`src/rtl/prog_loader.sv`:
```
// Framed byte-stream program loader: SYNC, LEN, L data bytes, checksum byte.
// Optional inter-byte timeout enabled by defining PROG_LOADER_TIMEOUT_EN.
module prog_loader #(
    parameter int         MEM_DEPTH   = 32,
    parameter int         ADDR_W      = 5,
    parameter logic [7:0] SYNC_BYTE   = 8'hA5,
    parameter int         TIMEOUT_CYC = 255
) (
    input  logic              clk,
    input  logic              rst_n,
    input  logic              in_valid,
    input  logic [7:0]        in_data,
    output logic              in_ready,
    output logic              mem_we,
    output logic [ADDR_W-1:0] mem_addr,
    output logic [7:0]        mem_wdata,
    output logic              cpu_hold,
    output logic              done,
    output logic              err,
    output logic [5:0]        load_len
);

    typedef enum logic [1:0] {S_SYNC, S_LEN, S_DATA, S_CSUM} state_t;

    state_t state, state_nxt;

    logic [5:0]        len, len_nxt;
    logic [5:0]        cnt, cnt_nxt;
    logic [7:0]        sum, sum_nxt;
    logic              mem_we_nxt;
    logic [ADDR_W-1:0] mem_addr_nxt;
    logic [7:0]        mem_wdata_nxt;
    logic              cpu_hold_nxt, done_nxt, err_nxt;
    logic [5:0]        load_len_nxt;

    logic acc, len_ok, sum_ok, last, tmo;

    assign in_ready = 1'b1;
    assign acc      = in_valid && in_ready;
    assign len_ok   = (in_data != 8'd0) && (in_data <= 8'(MEM_DEPTH));
    assign sum_ok   = (8'(sum + in_data) == 8'd0);
    assign last     = (6'(cnt + 6'd1) == len);

`ifdef PROG_LOADER_TIMEOUT_EN
    localparam int IDLE_W = $clog2(TIMEOUT_CYC + 1);

    logic [IDLE_W-1:0] idle;

    // Fires on the TIMEOUT_CYC-th consecutive cycle without an accepted byte.
    assign tmo = (state != S_SYNC) && !acc && (idle == IDLE_W'(TIMEOUT_CYC - 1));

    always_ff @(posedge clk or posedge rst_n) begin
        if (rst_n)
            idle <= '0;
        else if (state == S_SYNC || acc || tmo)
            idle <= '0;
        else
            idle <= idle + 1'b1;
    end
`else
    logic unused_timeout;
    assign unused_timeout = (TIMEOUT_CYC != 0);
    assign tmo = 1'b0;
`endif

    always_ff @(posedge clk or posedge rst_n) begin
        if (rst_n)
            state <= S_SYNC;
        else
            state <= state_nxt;
    end

    always_comb begin
        state_nxt = state;
        if (tmo)
            state_nxt = S_SYNC;
        else if (acc) begin
            case (state)
                S_SYNC:  if (in_data == SYNC_BYTE) state_nxt = S_LEN;
                S_LEN:   state_nxt = len_ok ? S_DATA : S_SYNC;
                S_DATA:  if (last) state_nxt = S_CSUM;
                S_CSUM:  state_nxt = S_SYNC;
                default: state_nxt = S_SYNC;
            endcase
        end
    end

    always_comb begin
        mem_we_nxt    = 1'b0;
        mem_addr_nxt  = mem_addr;
        mem_wdata_nxt = mem_wdata;
        cpu_hold_nxt  = cpu_hold;
        done_nxt      = done;
        err_nxt       = err;
        load_len_nxt  = load_len;
        len_nxt       = len;
        cnt_nxt       = cnt;
        sum_nxt       = sum;
        if (tmo)
            err_nxt = 1'b1;
        else if (acc) begin
            case (state)
                S_SYNC: begin
                    if (in_data == SYNC_BYTE) begin
                        err_nxt      = 1'b0;
                        done_nxt     = 1'b0;
                        cpu_hold_nxt = 1'b1;
                        sum_nxt      = 8'd0;
                    end
                end
                S_LEN: begin
                    if (len_ok) begin
                        len_nxt = in_data[5:0];
                        cnt_nxt = 6'd0;
                    end else
                        err_nxt = 1'b1;
                end
                S_DATA: begin
                    mem_we_nxt    = 1'b1;
                    mem_addr_nxt  = cnt[ADDR_W-1:0];
                    mem_wdata_nxt = in_data;
                    sum_nxt       = sum + in_data;
                    cnt_nxt       = cnt + 6'd1;
                end
                S_CSUM: begin
                    if (sum_ok) begin
                        done_nxt     = 1'b1;
                        cpu_hold_nxt = 1'b0;
                        load_len_nxt = len;
                    end else
                        err_nxt = 1'b1;
                end
                default: ;
            endcase
        end
    end

    always_ff @(posedge clk or posedge rst_n) begin
        if (rst_n) begin
            mem_we    <= 1'b0;
            mem_addr  <= '0;
            mem_wdata <= 8'd0;
            cpu_hold  <= 1'b1;
            done      <= 1'b0;
            err       <= 1'b0;
            load_len  <= 6'd0;
            len       <= 6'd0;
            cnt       <= 6'd0;
            sum       <= 8'd0;
        end else begin
            mem_we    <= mem_we_nxt;
            mem_addr  <= mem_addr_nxt;
            mem_wdata <= mem_wdata_nxt;
            cpu_hold  <= cpu_hold_nxt;
            done      <= done_nxt;
            err       <= err_nxt;
            load_len  <= load_len_nxt;
            len       <= len_nxt;
            cnt       <= cnt_nxt;
            sum       <= sum_nxt;
        end
    end

endmodule
```
`config.mk`:
```
export PLATFORM = sky130hd
export DESIGN_NAME = prog_loader
export DESIGN_NICKNAME = d
export VERILOG_FILES = /design/src/rtl/prog_loader.sv
export SDC_FILE = /design/constraint.sdc
export NUM_CORES = 1
export LEC_CHECK = 0
export ABC_AREA = 0
export CAP_MARGIN = 30
export CELL_PAD_IN_SITES_DETAIL_PLACEMENT = 0
export CELL_PAD_IN_SITES_GLOBAL_PLACEMENT = 1
export CORE_MARGIN = 10
export CORE_UTILIZATION = 45
export DETAILED_ROUTE_END_ITERATION = 8
export PLACE_DENSITY_LB_ADDON = 0.12
export SETUP_SLACK_MARGIN = 0.3
export SYNTH_ARGS = -nofsm -noshare
export SYNTH_HDL_FRONTEND = slang
export SYNTH_SLANG_ARGS = --single-unit
```
`constraint.sdc`:
```
create_clock -name clk -period 7.5 [get_ports clk]
set_input_delay 0.75 -clock clk [delete_from_list [all_inputs] [get_ports clk]]
set_output_delay 0.75 -clock clk [all_outputs]
set_load 0.05 [all_outputs]
```
**Word level (Yosys, flattened, before mapping)**

Index checks and enable logic that the tools add are counted.

- Output and inout bits: 24
- Register bits after elaboration: 45
- Bits of input ports: 11

- Magnitude comparators: 1
- Multiplexer cells: 19
- Eq/ne operators: 11
- Add/sub/neg operators: 2
- Reduce and logical (&&, ||, !) cells: 16

Operator list:

| operator | count |
|---|---|
| case mux 8 bit (2 select lines) | 1 |
| AND reduction 3 bit | 5 |
| inequality test 2 bit (second input constant) | 6 |
| case mux 6 bit (2 select lines) | 1 |
| adder 8 bit | 1 |
| equality test 8 bit (second input constant) | 1 |
| <= comparator 8 x 6 -> 1 bit (second input constant) | 1 |
| zero test 8 bit | 1 |
| two-way mux 1 bit | 8 |
| two-way mux 8 bit | 1 |
| case mux 2 bit (4 select lines) | 1 |
| nonzero test 8 bit | 1 |
| adder 6 x 1 -> 6 bit (second input constant) | 1 |
| equality test 6 bit | 1 |
| two-way mux 2 bit | 3 |
| two-way mux 6 bit | 1 |
| nonzero test 2 bit | 3 |
| AND reduction 5 bit | 1 |
| equality test 2 bit (second input constant) | 2 |
| case mux 1 bit (2 select lines) | 2 |
| AND reduction 4 bit | 1 |
| case mux 1 bit (3 select lines) | 1 |
| nonzero test 3 bit | 1 |
| equality test 2 x 1 -> 1 bit (second input constant) | 1 |
| other kinds (3) | 3 |

**Depth between registers and ports, before layout**

Gate-level depths: netlist of run 1.

- Depth after elaboration: 4
- Gate-level depth with buffers: 8
- Depth with buffers taken out: 8

**Worst setup path before layout of run 1**

Ideal clock, no wire load.

- Path kind: input to register
- Start point: input in_data[0]
- End point: register load_len[0]
- Setup slack: 4.379 ns
- Stages: 7
- Path buffers: 0
- Data required time: 7.375 ns
- Data arrival time: 2.997 ns
- Path through: ha_1 -> fa_1 -> xor2_1 -> or4_1 -> a2111o_1 -> nor3_4 -> mux2_2

- Cells in the longest elaborated chain, start to end: 3

Ends and longest elaborated chain:

| element | RTL line | text |
|---|---|---|
| start, declared | 12 | `input logic [7:0] in_data,` |
| adder 8 bit | 41 | `assign sum_ok = (8'(sum + in_data) == 8'd0);` |
| zero test 8 bit | 41 |  |
| AND reduction 3 bit (no line) | -- |  |
| end signal, assigned | 157 | `load_len <= load_len_nxt;` |
| end, declared | 20 | `output logic [5:0] load_len` |

Every way passes these cells.
A chain may end at the register's enable or synchronous reset.

**Worst setup path in the final report of run 1**

- Start point: input in_data[0]
- End point: register load_len[2]

Same word-level chain as after synthesis.

==> results of run 1 <==
-- kinds of logic (layout without fill, tap and decap cells) --
kind of cell | after synthesis | count (layout) | synth area share
flip-flops | 45 | 45 | 0.493
XOR/XNOR | 14 | 14 | 0.0536
AO/OA/AOI/OAI | 45 | 45 | 0.139
AND/OR/NAND/NOR | 82 | 82 | 0.175
buffers and inverters | 15 | 52 | 0.0263
adder cells (fa/ha/maj) | 9 | 9 | 0.0525
other | 1 | 1 | 0.00164
multiplexers | 12 | 12 | 0.0591
-- report_power, final --
| group | switching, mW | internal [mW] | leakage, nW |
|---|---|---|---|
| Clock | 0.0872 | 0.0658 | 0.0374 |
| Combinational | 0.285 | 0.185 | 0.650 |
| Sequential | 0.0579 | 0.315 | 0.599 |
| Total | 0.430 | 0.566 | 1.29 |
-- through the flow --
step | utilization | worst slack [ps] | power [mW]
3_3_place_gp | 0.558 | 3650 | 0.845
3_5_place_dp | 0.558 | 3590 | 0.848
5_1_grt | 0.577 | 3750 | 1.06
4_1_cts | 0.577 | 3900 | 1.00
6_report | 0.577 | 3880 | 0.996
2_1_floorplan | - | 4380 | 0.713
-- critical path: cells and delay by family --
kind | cells | cell delay [ps]
and+or+nand+nor | 3 | 930
adders and majority gates | 2 | 720
buffers and inverters | 1 | 520
AOI/OAI and AO/OA | 2 | 500
muxes | 1 | 380
-- metal layers --
metal  vias up  part of all wire  global-route usage
met1       834              0.49               0.168
met5         -                 0                   0
met4         0             0.013              0.0405
met3         6             0.069              0.0469
li1        861                 -                   -
met2        48              0.43               0.177
-- sequential cells by signal, summed over array words and instances (netlist names), named ones only --
name,flops
cnt,6
cpu_hold,1
done,1
err,1
len,6
load_len,6
mem_addr,5
mem_wdata,8
mem_we,1
state,1
sum,8
-- area by class of cell --
| type | instances | area, sq um |
|---|---|---|
| inverter | 9 | 33.8 |
| timing repair buffer | 35 | 345 |
| multi-input combinational | 163 | 1100 |
| clock inverter | 2 | 15.0 |
| fill | 453 | 2040 |
| clock buffer | 6 | 72.6 |
| sequential | 45 | 1130 |
| tap | 67 | 83.8 |
-- cell usage after synthesis, types with 4 or more instances --
master	instances	area [sq um]
nor2_1	6	22.5
a22o_1	7	61.3
o21ai_0	14	70.1
ha_1	8	100
nand2_1	47	176
nand3_1	4	20.0
xnor2_1	7	61.3
xor2_1	7	61.3
a21oi_1	5	25.0
inv_1	8	30.0
mux2_2	12	135
dfrtp_1	44	1100
clkbuf_1	4	15.0
-- worst max-delay path by stage --
stage                                          to  cells past startpoint  slack (ps)        from
final                     load_len[2]$_DFFE_PP0P_                      9        3880  in_data[0]
after global routing      load_len[0]$_DFFE_PP0P_                      9        3750  in_data[0]
after CTS                 load_len[0]$_DFFE_PP0P_                      9        3900  in_data[0]
after detailed placement  load_len[0]$_DFFE_PP0P_                      9        3590  in_data[0]
after global placement    load_len[5]$_DFFE_PP0P_                      9        3650  in_data[0]
after floorplan           load_len[0]$_DFFE_PP0P_                      7        4380  in_data[0]
==> summary.txt, run 1 <==
Min path
  – Hold Crit Depth: 2
  – Hold Path Sink: mem_wdata[6]$_DFFE_PP0P_
  – Hold path start: mem_wdata[6]$_DFFE_PP0P_
  – Hold Path Class: flip-flop to flip-flop

Logic synthesis
  – Mapped Area: 2290 sq um
  – Synth Net Count: 243
  – Post-synth EDFFs: 0
  – Synth Register Bits: 45
  – Sequential element share of the synthesized area: 0.493
  – Distinct cells, synth: 47
  – Yosys warns: 0
  – Post-Synthesis Cells: 223
  – Synth Flop Type: dfrtp_1
  – Async SR Flop Fraction: 1.00
  – Syn avg cell area: 10.3 sq um

Worst setup path
  – Setup slack, reg-to-reg: 4530 ps
  – Worst R2R End: load_len[2]$_DFFE_PP0P_
  – Crit path max-delay cell type: clkdlybuf4s50_1
  – Cell Chain, Critical Path: clkdlybuf4s50_1 > ha_1 > fa_1 > a211oi_1 > or4_1 > o2111ai_1 > or2_2 > nor3_4 > mux2_2
  – Reg-to-Reg Start: sum[0]$_DFFE_PP0P_
  – Reg2Reg Depth: 8
  – Worst EP arrival: 3800 ps
  – CP max FO: 8
  – Worst setup path category: input port to flip-flop
  – CP peak stage delay: 520 ps
  – Critical path capture point type: flip-flop
  – Setup crit start kind: input port
  – WP data required: 7690 ps

Die
  – Row cnt: 25
  – Die Ht: 91.3 um
  – Die width: 91.3 um
  – Core area: 4820 sq um
  – Die ar.: 8330 sq um
  – Initial core utilization: 0.475
  – Io pins: 35

STA
  – Hold slack: 477 ps
  – Worst slew pin tran: 734 ps
  – Finish-stage setup viols: 0
  – Total negative slack: 0 ps
  – RSZ-0062 raised after global routing: false
  – Clock skew: 7.58 ps
  – Slew margin rel.: 0.507
  – Minimum clock period after layout: 3620 ps
  – F_max: 277 MHz
  – Fin. max-slew vios: 0
  – Crit share post-route: 0.482
  – Final hold vios: 0

Clocking
  – TritonCTS buffer count: 5
  – CTS tree: done
  – Max clock buf depth: 2
  – Post-CTS sizing: 0
  – Later-pin clock latency in the skew report: 300 ps
  – H-tree depth: 2
  – Clock-pin transition on the worst setup and hold timing paths: 80 ps
  – # Post-CTS Setup Buffers: 0
  – Clk sinks: 45
  – Hold buffer count at cts: 0
  – Root Buffer: clkbuf_8

Placement
  – Routability Congestion: 0.845
  – DPL Wire Length: 3750 um
  – PortBufs: 33
  – Dpl cell area: 2690 sq um
  – Placed insts: 319

Route
  – Drt via density: 5.35
  – Final ANT Viol Nets: 0
  – DRC viols: 0
  – Vias: 1749
  – Initial drt markers: 98
  – WL per Instance: 16.1 um
  – Final WL: 5250 um
  – 1st-pass router iterations: 4

Global routing
  – Initial antenna violation count: 0
  – Global-route wire length before repair: 8630 um
  – Largest net degree at the start of global routing: 46
  – GR Overflow Total: 0
  – Vias in the first global route: 1705
  – Total track usage: 0.124

Layout
  – N_diodes: 0
  – Non-Filler Instances: 327
  – Final Net Count: 279
  – Layout cell share with drive strength beyond 1: 0.108
  – Most frequent cells in the layout: nand2_1 (47), dfrtp_1 (44), clkdlybuf4s50_1 (33)
  – Commonest non-fill, non-tap cell in the layout: nand2_1
  – Design Area, Final: 2780 sq um
  – Layout Area Growth over Synthesis: 21.4%

Status
  – Run status: completed

Job
  – Maxcap violations: 0

Power and ir drop
  – Worst vdd ir: 0.130 mV
  – Pwr dens: 359 nW/um^2
  – Static leakage power: 1.29 nW
No activity file was read; power rests on OpenSTA's default activity.
==> inputs of run 2 (changes only) <==
--- a/config.mk
+++ b/config.mk
@@ -10,7 +10,7 @@
 export CELL_PAD_IN_SITES_DETAIL_PLACEMENT = 0
 export CELL_PAD_IN_SITES_GLOBAL_PLACEMENT = 1
 export CORE_MARGIN = 10
-export CORE_UTILIZATION = 45
+export CORE_UTILIZATION = 42
 export DETAILED_ROUTE_END_ITERATION = 8
 export PLACE_DENSITY_LB_ADDON = 0.12
 export SETUP_SLACK_MARGIN = 0.3
==> constraint.sdc (replaced) <==
create_clock -name clk -period 3.8 [get_ports clk]
set_input_delay 0.38 -clock clk [delete_from_list [all_inputs] [get_ports clk]]
set_output_delay 0.38 -clock clk [all_outputs]
set_load 0.05 [all_outputs]
==> summary.txt, run 2 (same netlist as run 1, synthesis figures left out) <==
Global routing
  – Total track usage: 0.130
  – Global-route wire length before repair: 9360 um
  – Largest net degree at the start of global routing: 46
  – Vias in the first global route: 1811
  – GR Overflow Total: 0
  – Initial antenna violation count: 0

Status
  – Run status: completed

Placement
  – PortBufs: 33
  – Routability Congestion: 0.843
  – DPL Wire Length: 4040 um

Worst setup path
  – Worst EP arrival: 3380 ps
  – WP data required: 3980 ps
  – CP max FO: 8
  – Critical path capture point type: flip-flop
  – Cell Chain, Critical Path: clkdlybuf4s50_1 > ha_1 > fa_1 > a211oi_1 > or4_1 > o2111ai_1 > or2_2 > nor3_4 > mux2_2
  – Worst setup path category: input port to flip-flop
  – Setup crit start kind: input port
  – Family with the most delay on the worst path: simple AND/OR/NAND/NOR gates
  – CP peak stage delay: 470 ps
  – Crit path max-delay cell type: clkdlybuf4s50_1
  – CP Buf/Inv Count: 1

Route
  – Initial drt markers: 107
  – DRC viols: 0
  – 1st-pass router iterations: 4
  – WL per Instance: 16.4 um
  – Final WL: 5490 um
  – Drt via density: 5.37
  – Vias: 1792
  – Final ANT Viol Nets: 0

STA
  – Clock skew: 7.59 ps
  – Worst slew pin tran: 777 ps
  – Fin. max-slew vios: 0
  – Slew margin rel.: 0.479
  – Total negative slack: 0 ps
  – Finish-stage setup viols: 0
  – RSZ-0062 raised after global routing: false
  – Minimum clock period after layout: 3190 ps
  – Crit share post-route: 0.841
  – Final hold vios: 0
  – F_max: 313 MHz

Die
  – Initial core utilization: 0.439
  – Die ar.: 8800 sq um
  – Die width: 93.8 um
  – Row cnt: 26
  – Core area: 5200 sq um
  – Io pins: 35
  – Die Ht: 93.8 um

Min path
  – Hold Path Class: flip-flop to flip-flop

Layout
  – Layout Area Growth over Synthesis: 24.2%
  – Commonest non-fill, non-tap cell in the layout: nand2_1
  – N_diodes: 0
  – Most frequent cells in the layout: nand2_1 (47), dfrtp_1 (44), clkdlybuf4s50_1 (33)
  – Largest regs: mem_wdata x8, sum x8
  – Final Net Count: 283
  – Layout cell share with drive strength beyond 1: 0.121

Job
  – Maxcap violations: 0

Clocking
  – # Post-CTS Setup Buffers: 0
  – Clock-pin transition on the worst setup and hold timing paths: 80 ps
  – Hold buffer count at cts: 0
  – TritonCTS buffer count: 5
  – H-tree depth: 2
  – Post-CTS sizing: 0
  – Root Buffer: clkbuf_8
  – Max clock buf depth: 2
  – Clk sinks: 45
  – CTS tree: done
  – Later-pin clock latency in the skew report: 300 ps

Power and ir drop
  – Total power: 2.05 mW
  – Static leakage power: 1.33 nW
  – Pwr dens: 721 nW/um^2
  – Worst vdd ir: 0.325 mV
## run 2: final cells by class
type | instances | area [sq um]
Clock buffer | 7 | 86.3
Clock inverter | 1 | 30.0
Fill cell | 486 | 2360
Inverter | 9 | 33.8
Multi-Input combinational cell | 163 | 1100
Sequential cell | 45 | 1130
Tap cell | 70 | 87.6
Timing Repair Buffer | 39 | 375
## run 2: where the power goes
group	internal (mW)	switching [mW]
logic	0.368	0.565
registers	0.622	0.115
clock network	0.215	0.164
## run 2: path summary, 6_finish.rpt
check	startpoint	end	slack [ps]	depth (start not counted)
worst max-delay path	in_data[0]	load_len[4]$_DFFE_PP0P_	610	9
worst min-delay path	mem_addr[4]$_DFFE_PP0P_	mem_addr[4]$_DFFE_PP0P_	480	2
worst max register to register	sum[0]$_DFFE_PP0P_	load_len[4]$_DFFE_PP0P_	810	8
worst min register to register	mem_addr[4]$_DFFE_PP0P_	mem_addr[4]$_DFFE_PP0P_	480	2
max in group asynchronous	rst_n	cpu_hold$_DFFE_PP1P_	2870	3
min in group asynchronous	rst_n	sum[5]$_DFFE_PP0P_	530	3
## run 2: metal layers
layer / track usage / share of wire / vias to the layer above
li1: - / - / 870
met1: 0.177 / 0.49 / 859
met2: 0.196 / 0.44 / 54
met3: 0.0376 / 0.058 / 9
met4: 0.0329 / 0.014 / 0
met5: 0 / 0 / -
## run 2: metrics by stage
stage                     cells  cell area, sq um  hold slack (ps)  utilization  setup slack [ps]
final                       334              2840              477        0.546               606
after global routing        334              2840              505        0.546               462
after CTS                   334              2840              482        0.546               604
after detailed placement    326              2720              462        0.523               316
after global placement      326              2720              461        0.523               338
after floorplan             223              2290              470            -              1050
## run 2: tightest hold or removal path, stage by stage, from the launching register on
cell and delay, ps:
dfrtp_1 350, nand2_1 50, nand2_1 50
==> inputs of run 3 (changes only) <==
--- a/config.mk
+++ b/config.mk
@@ -10,7 +10,7 @@
 export CELL_PAD_IN_SITES_DETAIL_PLACEMENT = 0
 export CELL_PAD_IN_SITES_GLOBAL_PLACEMENT = 1
 export CORE_MARGIN = 10
-export CORE_UTILIZATION = 42
+export CORE_UTILIZATION = 37
 export DETAILED_ROUTE_END_ITERATION = 8
 export PLACE_DENSITY_LB_ADDON = 0.12
 export SETUP_SLACK_MARGIN = 0.3
==> constraint.sdc (replaced) <==
create_clock -name clk -period 2.65 [get_ports clk]
set_input_delay 0.265 -clock clk [delete_from_list [all_inputs] [get_ports clk]]
set_output_delay 0.265 -clock clk [all_outputs]
set_load 0.05 [all_outputs]
==> summary.txt, run 3 (same netlist as run 1, synthesis figures left out) <==
Die
  – Die ar.: 9730 sq um
  – Die Ht: 98.6 um
  – Io pins: 35
  – Die width: 98.6 um
  – Row cnt: 28
  – Initial core utilization: 0.384
  – Core area: 5960 sq um

STA
  – Crit share post-route: 1.05
  – Hold slack: 426 ps
  – Total negative slack: -905 ps
  – Finish-stage setup viols: 8
  – Final hold vios: 0
  – RSZ-0062 raised after global routing: true
  – Fin. max-slew vios: 0
  – Clock skew: 6.07 ps
  – F_max: 360 MHz
  – Slew margin rel.: 0.607
  – Minimum clock period after layout: 2770 ps
  – Worst slew pin tran: 589 ps
  – Worst setup margin: -124 ps

Status
  – Run status: complete, but fails checks
  – Failing checks: setup timing

Route
  – 1st-pass router iterations: 4
  – Vias: 1856
  – Initial drt markers: 105
  – WL per Instance: 16.2 um
  – Drt via density: 5.10
  – Final WL: 5900 um
  – Final ANT Viol Nets: 0
  – DRC viols: 0

Worst setup path
  – Critical path capture point type: flip-flop
  – Worst setup path category: flip-flop to flip-flop
  – Setup slack, reg-to-reg: -120 ps
  – CP max FO: 4
  – Worst R2R End: done$_DFFE_PP0P_
  – Reg-to-Reg Start: sum[0]$_DFFE_PP0P_
  – Setup crit start kind: flip-flop
  – Worst EP arrival: 2960 ps
  – Reg2Reg Depth: 9
  – WP data required: 2830 ps

Layout
  – Multi-input gate area: 1170 sq um
  – Layout Area Growth over Synthesis: 36.1%
  – Sequential Area: 1130 sq um
  – Largest regs: mem_wdata x8, sum x8
  – Layout fillers: 578
  – Most frequent cells in the layout: nand2_1 (47), dfrtp_1 (44), clkdlybuf4s50_1 (31)
  – N_diodes: 0
  – Final Util: 0.522
  – Final Net Count: 308
  – Non-Filler Instances: 364
  – Commonest non-fill, non-tap cell in the layout: nand2_1
  – Layout cell share with drive strength beyond 1: 0.235

Clocking
  – Clk sinks: 45
  – CTS tree: done
  – TritonCTS buffer count: 5
  – Hold buffer count at cts: 0
  – Clock-pin transition on the worst setup and hold timing paths: 90 ps
  – Max clock buf depth: 2
  – H-tree depth: 2
  – Later-pin clock latency in the skew report: 290 ps
  – Root Buffer: clkbuf_8

Job
  – Maxcap violations: 0

Global routing
  – Largest net degree at the start of global routing: 46
  – GR Overflow Total: 0
  – Global-route wire length before repair: 9710 um
  – Met2 GRT Util: 0.175
  – GRT Max-Usage Layer: met2
  – Initial antenna violation count: 0
  – Grt met1 use: 0.169
  – Met3 Usage GRT: 0.0342
  – Vias in the first global route: 1847
  – Total track usage: 0.121

Power and ir drop
  – Pwr dens: 992 nW/um^2
  – Static leakage power: 1.47 nW
  – Worst vdd ir: 0.503 mV

Placement
  – Routability Congestion: 0.815
  – Setup WS pre-CTS: -553 ps
  – DPL Wire Length: 4370 um
  – PortBufs: 33
  – Placed insts: 352

Min path
  – Hold Path Class: input port to asynchronous set/reset pin
## run 3: changes by cell type in the layout (fill, tap and decap cells not counted), moves of 2 or more
cell,change
buf_12,+2
buf_4,+22
clkdlybuf4s50_1,-2
dlygate4sd2_1,+2
ha_1,-2
ha_2,+2
mux2_2,-6
mux2_4,+6
## run 3: metal layers
layer | share of wire | vias up | routed length (um)
li1 | - | 920 | -
met3 | 0.056 | 6 | 333
met5 | 0 | - | 0
met2 | 0.43 | 37 | 2540
met4 | 0.011 | 0 | 66
met1 | 0.50 | 893 | 2960
## run 3: stage by stage
| stage | power (mW) | cell area, sq um |
|---|---|---|
| final | 3.09 | 3110 |
| after global routing | 3.32 | 3110 |
| after CTS | 3.09 | 3090 |
| after detailed placement | 2.57 | 2910 |
| after global placement | 2.56 | 2910 |
| after floorplan | 2.02 | 2290 |
## run 3: timing repair
action | in CTS | in global routing
cloned | 0 | 0
setup endpoints to repair | 9 | 12
pin swaps | 6 | 6
setup buffers | 2 | 2
resized for setup | 16 | 2
## run 3: layout make-up
| cell class | instances | area share |
|---|---|---|
| multi-input cells | 163 | 0.376 |
| flip-flops and latches | 45 | 0.362 |
| repair buffers | 64 | 0.189 |
| well taps | 75 | 0.0302 |
| clock buffers | 6 | 0.0265 |
| inverters | 9 | 0.0109 |
| clock inverters | 2 | 0.00442 |
## run 3: worst max path at each step
stage,from,endpoint,slack (ps),cells after the start
6_report,sum[0]$_DFFE_PP0P_,done$_DFFE_PP0P_,-120,9
3_5_place_dp,in_data[1],load_len[2]$_DFFE_PP0P_,-550,8
4_1_cts,sum[0]$_DFFE_PP0P_,load_len[2]$_DFFE_PP0P_,-130,7
2_1_floorplan,sum[0]$_DFFE_PP0P_,load_len[0]$_DFFE_PP0P_,10,7
3_3_place_gp,in_data[0],load_len[2]$_DFFE_PP0P_,-530,8
5_1_grt,sum[0]$_DFFE_PP0P_,load_len[3]$_DFFE_PP0P_,-230,10
## run 3: worst max-delay path, cell delays in order (launching register included)
cell and delay, ps:
dfrtp_1 400, ha_2 190, fa_2 370, buf_6 140, a211oi_4 260, nor2_1 80
xor2_1 180, a2111o_1 420, o31a_1 330, a221o_1 290
## run 3: where the power goes
group          switching (mW)  leakage, nW  internal [mW]
Clock                   0.239       0.0512          0.212
Combinational           0.870        0.820          0.703
Sequential              0.172        0.599          0.892
Total                    1.28         1.47           1.81
